File: src/rtl/ram_loader_defs.vh
// State encodings and length constants shared by the ram_loader slice.
`ifndef RAM_LOADER_DEFS_VH
`define RAM_LOADER_DEFS_VH

localparam logic [2:0] S_LEN  = 3'd0;
localparam logic [2:0] S_LO   = 3'd1;
localparam logic [2:0] S_HI   = 3'd2;
localparam logic [2:0] S_CSUM = 3'd3;
localparam logic [2:0] S_DONE = 3'd4;
localparam logic [2:0] S_ERR  = 3'd5;

localparam int LEN_ZERO_WORDS = 256;

`endif

File: src/rtl/ram_loader_pkg.sv
// Package wrapper so modules can import the shared loader definitions.
package ram_loader_pkg;
    `include "ram_loader_defs.vh"
endpackage

File: src/rtl/ram_loader_word_assembler.sv
// word_assembler: low-byte latch plus the registered RAM write port (din/addr/we).
module word_assembler #(
    parameter int ADDR_W = 8
) (
    input  logic              clk,
    input  logic              rst_n,
    input  logic              lo_load,
    input  logic [7:0]        lo_data,
    input  logic              hi_write,
    input  logic [7:0]        hi_data,
    input  logic [ADDR_W-1:0] addr_in,
    output logic [15:0]       ram_din,
    output logic [ADDR_W-1:0] ram_addr,
    output logic              ram_we
);
    logic [7:0]        lo_reg;
    logic [15:0]       din_reg;
    logic [ADDR_W-1:0] addr_reg;
    logic              we_reg;

    always_ff @(posedge clk or negedge rst_n) begin
        if (!rst_n) begin
            lo_reg   <= '0;
            din_reg  <= '0;
            addr_reg <= '0;
            we_reg   <= 1'b0;
        end else begin
            if (lo_load)
                lo_reg <= lo_data;
            // we is a single-cycle pulse; din/addr hold until the next word
            we_reg <= hi_write;
            if (hi_write) begin
                din_reg  <= {hi_data, lo_reg};
                addr_reg <= addr_in;
            end
        end
    end

    assign ram_din  = din_reg;
    assign ram_addr = addr_reg;
    assign ram_we   = we_reg;
endmodule

File: src/rtl/ram_loader.sv
// Boot loader: length byte, then low/high byte pairs written to RAM from address 0.
// Optional trailing XOR checksum enabled by defining RAM_LOADER_CSUM_EN.
module ram_loader
    import ram_loader_pkg::*;
#(
    parameter int ADDR_W = 8
) (
    input  logic              clk,
    input  logic              rst_n,
    input  logic [7:0]        rx_data,
    input  logic              rx_valid,
    output logic [15:0]       ram_din,
    output logic [ADDR_W-1:0] ram_addr,
    output logic              ram_we,
    output logic              busy,
    output logic              done,
    output logic              error
);
    logic [2:0]        state_reg, state_next;
    logic [8:0]        cnt_reg, cnt_next;
    logic [ADDR_W-1:0] wptr_reg, wptr_next;
    logic              lo_load;
    logic              word_write;
`ifdef RAM_LOADER_CSUM_EN
    logic [7:0]        acc_reg, acc_next;
`endif

    always_comb begin
        state_next = state_reg;
        cnt_next   = cnt_reg;
        wptr_next  = wptr_reg;
        lo_load    = 1'b0;
        word_write = 1'b0;
`ifdef RAM_LOADER_CSUM_EN
        acc_next   = acc_reg;
`endif
        case (state_reg)
            S_LEN: if (rx_valid) begin
                cnt_next   = (rx_data == 8'd0) ? 9'(LEN_ZERO_WORDS) : {1'b0, rx_data};
`ifdef RAM_LOADER_CSUM_EN
                acc_next   = 8'd0;
`endif
                state_next = S_LO;
            end
            S_LO: if (rx_valid) begin
                lo_load    = 1'b1;
`ifdef RAM_LOADER_CSUM_EN
                acc_next   = acc_reg ^ rx_data;
`endif
                state_next = S_HI;
            end
            S_HI: if (rx_valid) begin
                word_write = 1'b1;
                wptr_next  = wptr_reg + 1'b1;
                cnt_next   = cnt_reg - 9'd1;
`ifdef RAM_LOADER_CSUM_EN
                acc_next   = acc_reg ^ rx_data;
                state_next = (cnt_reg == 9'd1) ? S_CSUM : S_LO;
`else
                state_next = (cnt_reg == 9'd1) ? S_DONE : S_LO;
`endif
            end
`ifdef RAM_LOADER_CSUM_EN
            S_CSUM: if (rx_valid) begin
                state_next = (rx_data == acc_reg) ? S_DONE : S_ERR;
            end
            S_DONE, S_ERR: state_next = state_reg;
`else
            S_CSUM, S_DONE, S_ERR: state_next = state_reg;
`endif
            default: state_next = S_LEN;
        endcase
    end

    always_ff @(posedge clk or negedge rst_n) begin
        if (!rst_n) begin
            state_reg <= S_LEN;
            cnt_reg   <= '0;
            wptr_reg  <= '0;
`ifdef RAM_LOADER_CSUM_EN
            acc_reg   <= '0;
`endif
        end else begin
            state_reg <= state_next;
            cnt_reg   <= cnt_next;
            wptr_reg  <= wptr_next;
`ifdef RAM_LOADER_CSUM_EN
            acc_reg   <= acc_next;
`endif
        end
    end

    word_assembler #(.ADDR_W(ADDR_W)) u_word_assembler (
        .clk      (clk),
        .rst_n    (rst_n),
        .lo_load  (lo_load),
        .lo_data  (rx_data),
        .hi_write (word_write),
        .hi_data  (rx_data),
        .addr_in  (wptr_reg),
        .ram_din  (ram_din),
        .ram_addr (ram_addr),
        .ram_we   (ram_we)
    );

    // Core stays in reset on error; only a clean load releases it.
    assign busy  = (state_reg != S_DONE);
    assign done  = (state_reg == S_DONE);
`ifdef RAM_LOADER_CSUM_EN
    assign error = (state_reg == S_ERR);
`else
    assign error = 1'b0;
`endif
endmodule

File: config.mk
export PLATFORM = sky130hd
export DESIGN_NAME = ram_loader
export DESIGN_NICKNAME = d
export VERILOG_FILES = /design/src/rtl/ram_loader_pkg.sv /design/src/rtl/ram_loader_word_assembler.sv /design/src/rtl/ram_loader.sv
export VERILOG_INCLUDE_DIRS = /design/src /design/src/rtl
export SDC_FILE = /design/constraint.sdc
export NUM_CORES = 1
export LEC_CHECK = 0
export ABC_AREA = 1
export CAP_MARGIN = 15
export CORE_MARGIN = 1
export CORE_UTILIZATION = 50
export DETAILED_ROUTE_END_ITERATION = 10
export GPL_ROUTABILITY_DRIVEN = 0
export HOLD_SLACK_MARGIN = 0.03
export PLACE_DENSITY_LB_ADDON = 0.1
export SYNTH_ARGS = -nofsm -noshare
export SYNTH_HDL_FRONTEND = slang
export SYNTH_SLANG_ARGS = --single-unit
File: constraint.sdc
create_clock -name clk -period 1.9 [get_ports clk]
set_input_delay 0.57 -clock clk [delete_from_list [all_inputs] [get_ports clk]]
set_output_delay 0.57 -clock clk [all_outputs]
set_load 0.02 [all_outputs]
==> results of run 1 <==
==> worst max-delay path by stage <==
stage / from / to / slack, ps / cells after the start
floorplan: state_reg[0]$_DFFE_PN0P_ / done / 420 / 3
global placement: rx_valid / wptr_reg[4]$_DFFE_PN0P_ / 40 / 6
detailed placement: rx_valid / u_word_assembler.lo_reg[0]$_DFFE_PN0P_ / 20 / 6
CTS: u_word_assembler.ram_din[13]$_DFFE_PN0P_ / ram_din[13] / 20 / 1
global route: u_word_assembler.ram_din[8]$_DFFE_PN0P_ / ram_din[8] / 10 / 1
finish: u_word_assembler.ram_din[10]$_DFFE_PN0P_ / ram_din[10] / 50 / 1
==> stage by stage <==
step	hold slack (ps)	util (%)	cell area [um^2]	power [mW]
after floorplan	274	-	2530	3.48
after global placement	455	61.7	2950	4.22
after detailed placement	464	61.7	2950	4.26
after CTS	248	63.6	3040	4.92
after global routing	269	63.7	3050	5.26
final	240	63.7	3050	4.87
==> where the power goes <==
| part | switching (mW) | total [mW] | internal [mW] |
|---|---|---|---|
| Sequential | 0.323 | 1.95 | 1.63 |
| Clock | 0.355 | 0.644 | 0.289 |
| Combinational | 1.31 | 2.28 | 0.963 |
==> worst reg2reg max path: cells and delay by family, from the launching register on <==
kind / cells / cell delay, ps
simple gates: 4 / 570
flops: 1 / 440
buf+inv: 2 / 260
xor+xnor: 1 / 150
==> cells by family after synthesis <==
kind of cell | synth area share (%)
AND/OR/NAND/NOR | 23.5
flip-flops | 52.3
AO/OA/AOI/OAI | 11.6
buffers and inverters | 8.94
XOR/XNOR | 2.07
adder cells (fa/ha/maj) | 1.48
other | 0.148
==> what timing repair did <==
| action | 4_1_cts | 5_1_grt |
|---|---|---|
| setup endpoints to repair | 2 | 2 |
| endpoints found under the hold margin | 0 | 0 |
| resized for setup | 2 | 2 |
==> Yosys cell counts, types with 2 or more instances <==
cell and n:
o21ai_0 13, nand4_1 3, buf_6 7, nand2_4 2, xor2_1 4, inv_1 28, o21ai_1 8, a21oi_1 7
o21ai_2 15, nor2_1 17, nor2_4 2, dfrtp_1 53, nand3_1 13, nand2_1 90, o211ai_1 2, xnor2_1 2
inv_2 3, ha_1 3
==> layout make-up <==
cell class / count / area (um^2) / share of cell area [%]
sequential: 53 / 1330 / 43.5
multi-input combinational: 189 / 981 / 32.2
timing repair buffer: 45 / 440 / 14.5
inverter: 32 / 125 / 4.11
tap: 67 / 83.8 / 2.75
clock buffer: 6 / 82.6 / 2.71
clock inverter: 1 / 7.51 / 0.246
==> routing by layer <==
metal	vias to the layer above	wire length, um	global-route usage (%)
met5	-	0	0
met4	0	93	7.41
met3	8	165	3.87
met2	41	2070	29.8
met1	888	2470	30.4
li1	981	-	-
==> flow_summary.yaml, run 1 <==
synthesis:
  syn_inst: 283
  ys_types: 29
  synth_fp_nets: 297
  avgSynthCellArea_um2: 8.95
  yosys.area.top_type_share_pct: 52.3
  synth_area_leaders: "dfrtp_1 52%, nand2_1 13%, o21ai_2 5.2%, inv_1 4.1%, buf_6 3.1%"
  ys_seq_elements: 53
  synthArstFlopShare_pct: 100
  synth_enable_flop_cells: 0
  seq_area_frac_synth_pct: 52.3
  synth_ff_type: "dfrtp_1"
  synth_area_leader_cell: "dfrtp_1"
  yosysWarnings: 0
  syn_area_mm2: 0.00253
sta:
  drv_slew: 0
  finalSetupTns_ps: 0
  setup_violations: 0
  final_hold_viol_count: 0
  fin_ws_ps: 50.1
  fin_crit_sh_pct: 97.4
  fmax_ghz: 0.541
  finalClockSkew_ps: 6.82
  fin_crit_ps: 1850
  grt_setup_unrepaired: "false"
cts:
  root_buffer: "clkbuf_8"
  cts_max_level: 2
  path_clk_slew_ps: 90
  clkSinkCount: 53
  ctsHoldBuffers: 0
  cts_buffer_depth: 2
  clock_insertion_delay_worst_skew_ps: 300
  cts_tree: "done"
  post_cts_buffers: 0
  cts_buffers: 5
critical_path:
  slowest_delay_ps: 610
  path_max_fanout: 2
  worstPathRequired_ps: 1330
  reg2reg_from: "state_reg[2]$_DFFE_PN0P_"
  cpLargestDelayFamily: "buffers and inverters"
  reg2reg_to: "wptr_reg[4]$_DFFE_PN0P_"
  crit_arrival_ps: 1280
  path_class: "register to output port"
  end_kind: "output port"
  reg2reg_slack_ps: 370
  reg2reg_depth: 7
  slowest_stage: "clkdlybuf4s50_1"
  timing.critical_path.buf_inv: 1
  start_kind: "register"
  crit_path_cell_trace: "clkdlybuf4s50_1"
detailed_routing:
  vias: 1918
  first_pass_iters: 4
  route.antenna.remaining_nets: 0
  routed_wl_mm: 4.80
  drc: 0
  dr.first_iter.drc_count: 104
  wl_per_cell_um: 12.2
  vias_per_cell: 4.88
power:
  p_leak_nw: 1.50
  power_density_mw_per_mm2: 1600
  ir_worst_vdd_uv: 749
grt:
  grt_use_total_pct: 20.5
  grt_max_degree: 54
  grt_pass1_wl_mm: 8.23
  antenna_found_initial: 0
  grt_pass1_vias: 1764
  grt_overflow: 0
floorplanning:
  die_h_um: 73.2
  core_mm2: 0.00479
  dieArea_mm2: 0.00536
  initial_core_util_pct: 52.9
  rows: 25
  die_w_um: 73.2
  io_pins: 39
final_layout:
  drive_above_1_share_pct: 13.5
  design.final.nets: 340
  largest_reg_flops: 16
  final_cell_mix: "90 x nand2_1, 53 x dfrtp_1, 32 x clkdlybuf4s50_1, 28 x inv_1, 17 x nor2_1"
  final_common_cell: "nand2_1"
  syn2layout_area_growth_pct: 20.2
  n_antenna_cell: 0
  fin_cells: 393
  fill_cells: 424
placement:
  port_buffers: 37
  post-dp-hpwl_mm: 3.50
  dpl.cell_count: 386
  preCtsSetupSlack_ps: 20.4
status:
  status: "finished clean"
min_path:
  hp-class: "input port to async pin"
job:
  cap_viol_max_count: 0
Note: power is estimated with default switching activity, not from simulation.
==> run 2: changes to the inputs <==
- SLEW_MARGIN: default -> 20
==> results of run 2 <==
Final layout, timing and power as in run 1 (identical DEF).
==> run 3: changes to the inputs <==
- MAX_ROUTING_LAYER: default -> met4
==> run 3 against run 2 <==
  * Sequential cell count unchanged
  * Clock skew decreased by 2.2 ps
  * Sequential power about the same
  * Combinational power about the same
  * Largest cell class unchanged
==> flow_summary.yaml, run 3 (synthesis results as in run 1) <==
status:
  status: "finished clean"
grt:
  grt_max_degree: 54
  grt_use_total_pct: 21.2
  antenna_found_initial: 0
  grt_pass1_vias: 1761
  grt_overflow: 0
  grt_pass1_wl_mm: 8.26
sta:
  finalSetupTns_ps: 0
  fin_crit_ps: 1860
  fmax_ghz: 0.539
  finalClockSkew_ps: 4.62
  drv_slew: 0
  grt_setup_unrepaired: "false"
  final_hold_viol_count: 0
  setup_violations: 0
  fin_crit_sh_pct: 97.6
  fin_ws_ps: 44.7
critical_path:
  reg2reg_depth: 9
  timing.critical_path.buf_inv: 1
  slowest_stage: "clkdlybuf4s50_1"
  cpLargestDelayFamily: "buffers and inverters"
  crit_path_cell_trace: "clkdlybuf4s50_1"
  slowest_delay_ps: 610
  end_kind: "output port"
  path_class: "register to output port"
  worstPathRequired_ps: 1330
  path_max_fanout: 2
  start_kind: "register"
  crit_arrival_ps: 1290
  crit_cells: 1
cts:
  cts_buffers: 5
  clock_insertion_delay_worst_skew_ps: 300
  ctsHoldBuffers: 0
  clkSinkCount: 53
  cts_tree: "done"
  cts_max_level: 2
  path_clk_slew_ps: 90
  post_cts_buffers: 0
  root_buffer: "clkbuf_8"
  cts_buffer_depth: 2
power:
  ir_worst_vdd_uv: 746
  p_leak_nw: 1.50
  p_comb_share_pct: 46.8
  p_seq_share_pct: 40.1
  power.switching_mw: 1.99
  clockPowerShare_pct: 13.2
  power_mw: 4.87
  swShare_pct: 40.9
  internal-power_mw: 2.88
  power_density_mw_per_mm2: 1600
detailed_routing:
  vias_per_cell: 4.92
  routed_wl_mm: 4.81
  first_pass_iters: 4
  wl_per_cell_um: 12.2
  vias: 1933
  dr.first_iter.drc_count: 107
  route.antenna.remaining_nets: 0
  drc: 0
final_layout:
  largest_reg_flops: 16
  final_common_cell: "nand2_1"
  syn2layout_area_growth_pct: 20.2
  fin_cells: 393
  drive_above_1_share_pct: 13.5
  final_cell_mix: "90 x nand2_1, 53 x dfrtp_1, 32 x clkdlybuf4s50_1, 28 x inv_1, 17 x nor2_1"
  design.final.nets: 340
  n_antenna_cell: 0
floorplanning:
  initial_core_util_pct: 52.9
  die_h_um: 73.2
  die_w_um: 73.2
  rows: 25
  dieArea_mm2: 0.00536
  core_mm2: 0.00479
  io_pins: 39
placement:
  preCtsSetupSlack_ps: 20.4
  dpl.cell_count: 386
  post-dp-hpwl_mm: 3.50
  port_buffers: 37
job:
  cap_viol_max_count: 0
min_path:
  hp-class: "input port to async pin"
run 3: cell counts in the layout (fill, tap and decap cells not counted):
Identical to the previous run, type by type.
run 3: worst paths after layout:
kind	from	end	slack, ps
max in group asynchronous	rst_n	state_reg[2]$_DFFE_PN0P_	1430
setup / recovery	u_word_assembler.ram_din[10]$_DFFE_PN0P_	ram_din[10]	40
setup reg to reg	cnt_reg[0]$_DFFE_PN0P_	cnt_reg[6]$_DFFE_PN0P_	340
hold / removal	rst_n	u_word_assembler.ram_we$_DFF_PN0_	240
hold reg to reg	wptr_reg[3]$_DFFE_PN0P_	wptr_reg[3]$_DFFE_PN0P_	480
min in group clk	wptr_reg[3]$_DFFE_PN0P_	wptr_reg[3]$_DFFE_PN0P_	480
run 3: final cells by class:
type                       count  area [um^2]
inverter                      32          125
sequential                    53         1330
clock buffer                   6         82.6
timing repair buffer          45          440
multi-input combinational    189          981
fill                         424         1740
tap                           67         83.8
clock inverter                 1         7.51
run 3: per-stage QoR:
stage                     instance area (um^2)  utilization [%]  hold WS (ps)
after detailed placement                  2950             61.7           464
final                                     3050             63.7           243
after global routing                      3050             63.7           266
after global placement                    2950             61.7           455
after CTS                                 3040             63.6           248
after floorplan                           2530                -           274
run 3: power groups by stage:
stage / registers, mW / clock network [mW] / logic [mW]
floorplan: 2.24 / 0 / 1.24
CTS: 1.96 / 0.661 / 2.30
detailed placement: 1.97 / 0 / 2.29
global route: 2.02 / 0.692 / 2.55
finish: 1.95 / 0.641 / 2.28
global placement: 1.97 / 0 / 2.26
run 3: layer usage:
metal  global-route usage (%)  up-vias  wire length, um
met1                     30.8      898             2450
li1                         -      978                -
met4                     7.41        0               89
met2                     29.8       49             2070
met5                        -        -                0
met3                     3.73        8              202
run 3: what timing repair did:
item | 4_1_cts | 5_1_grt
resized for setup | 2 | 2
cloned | 0 | 0
setup endpoints to repair | 2 | 2
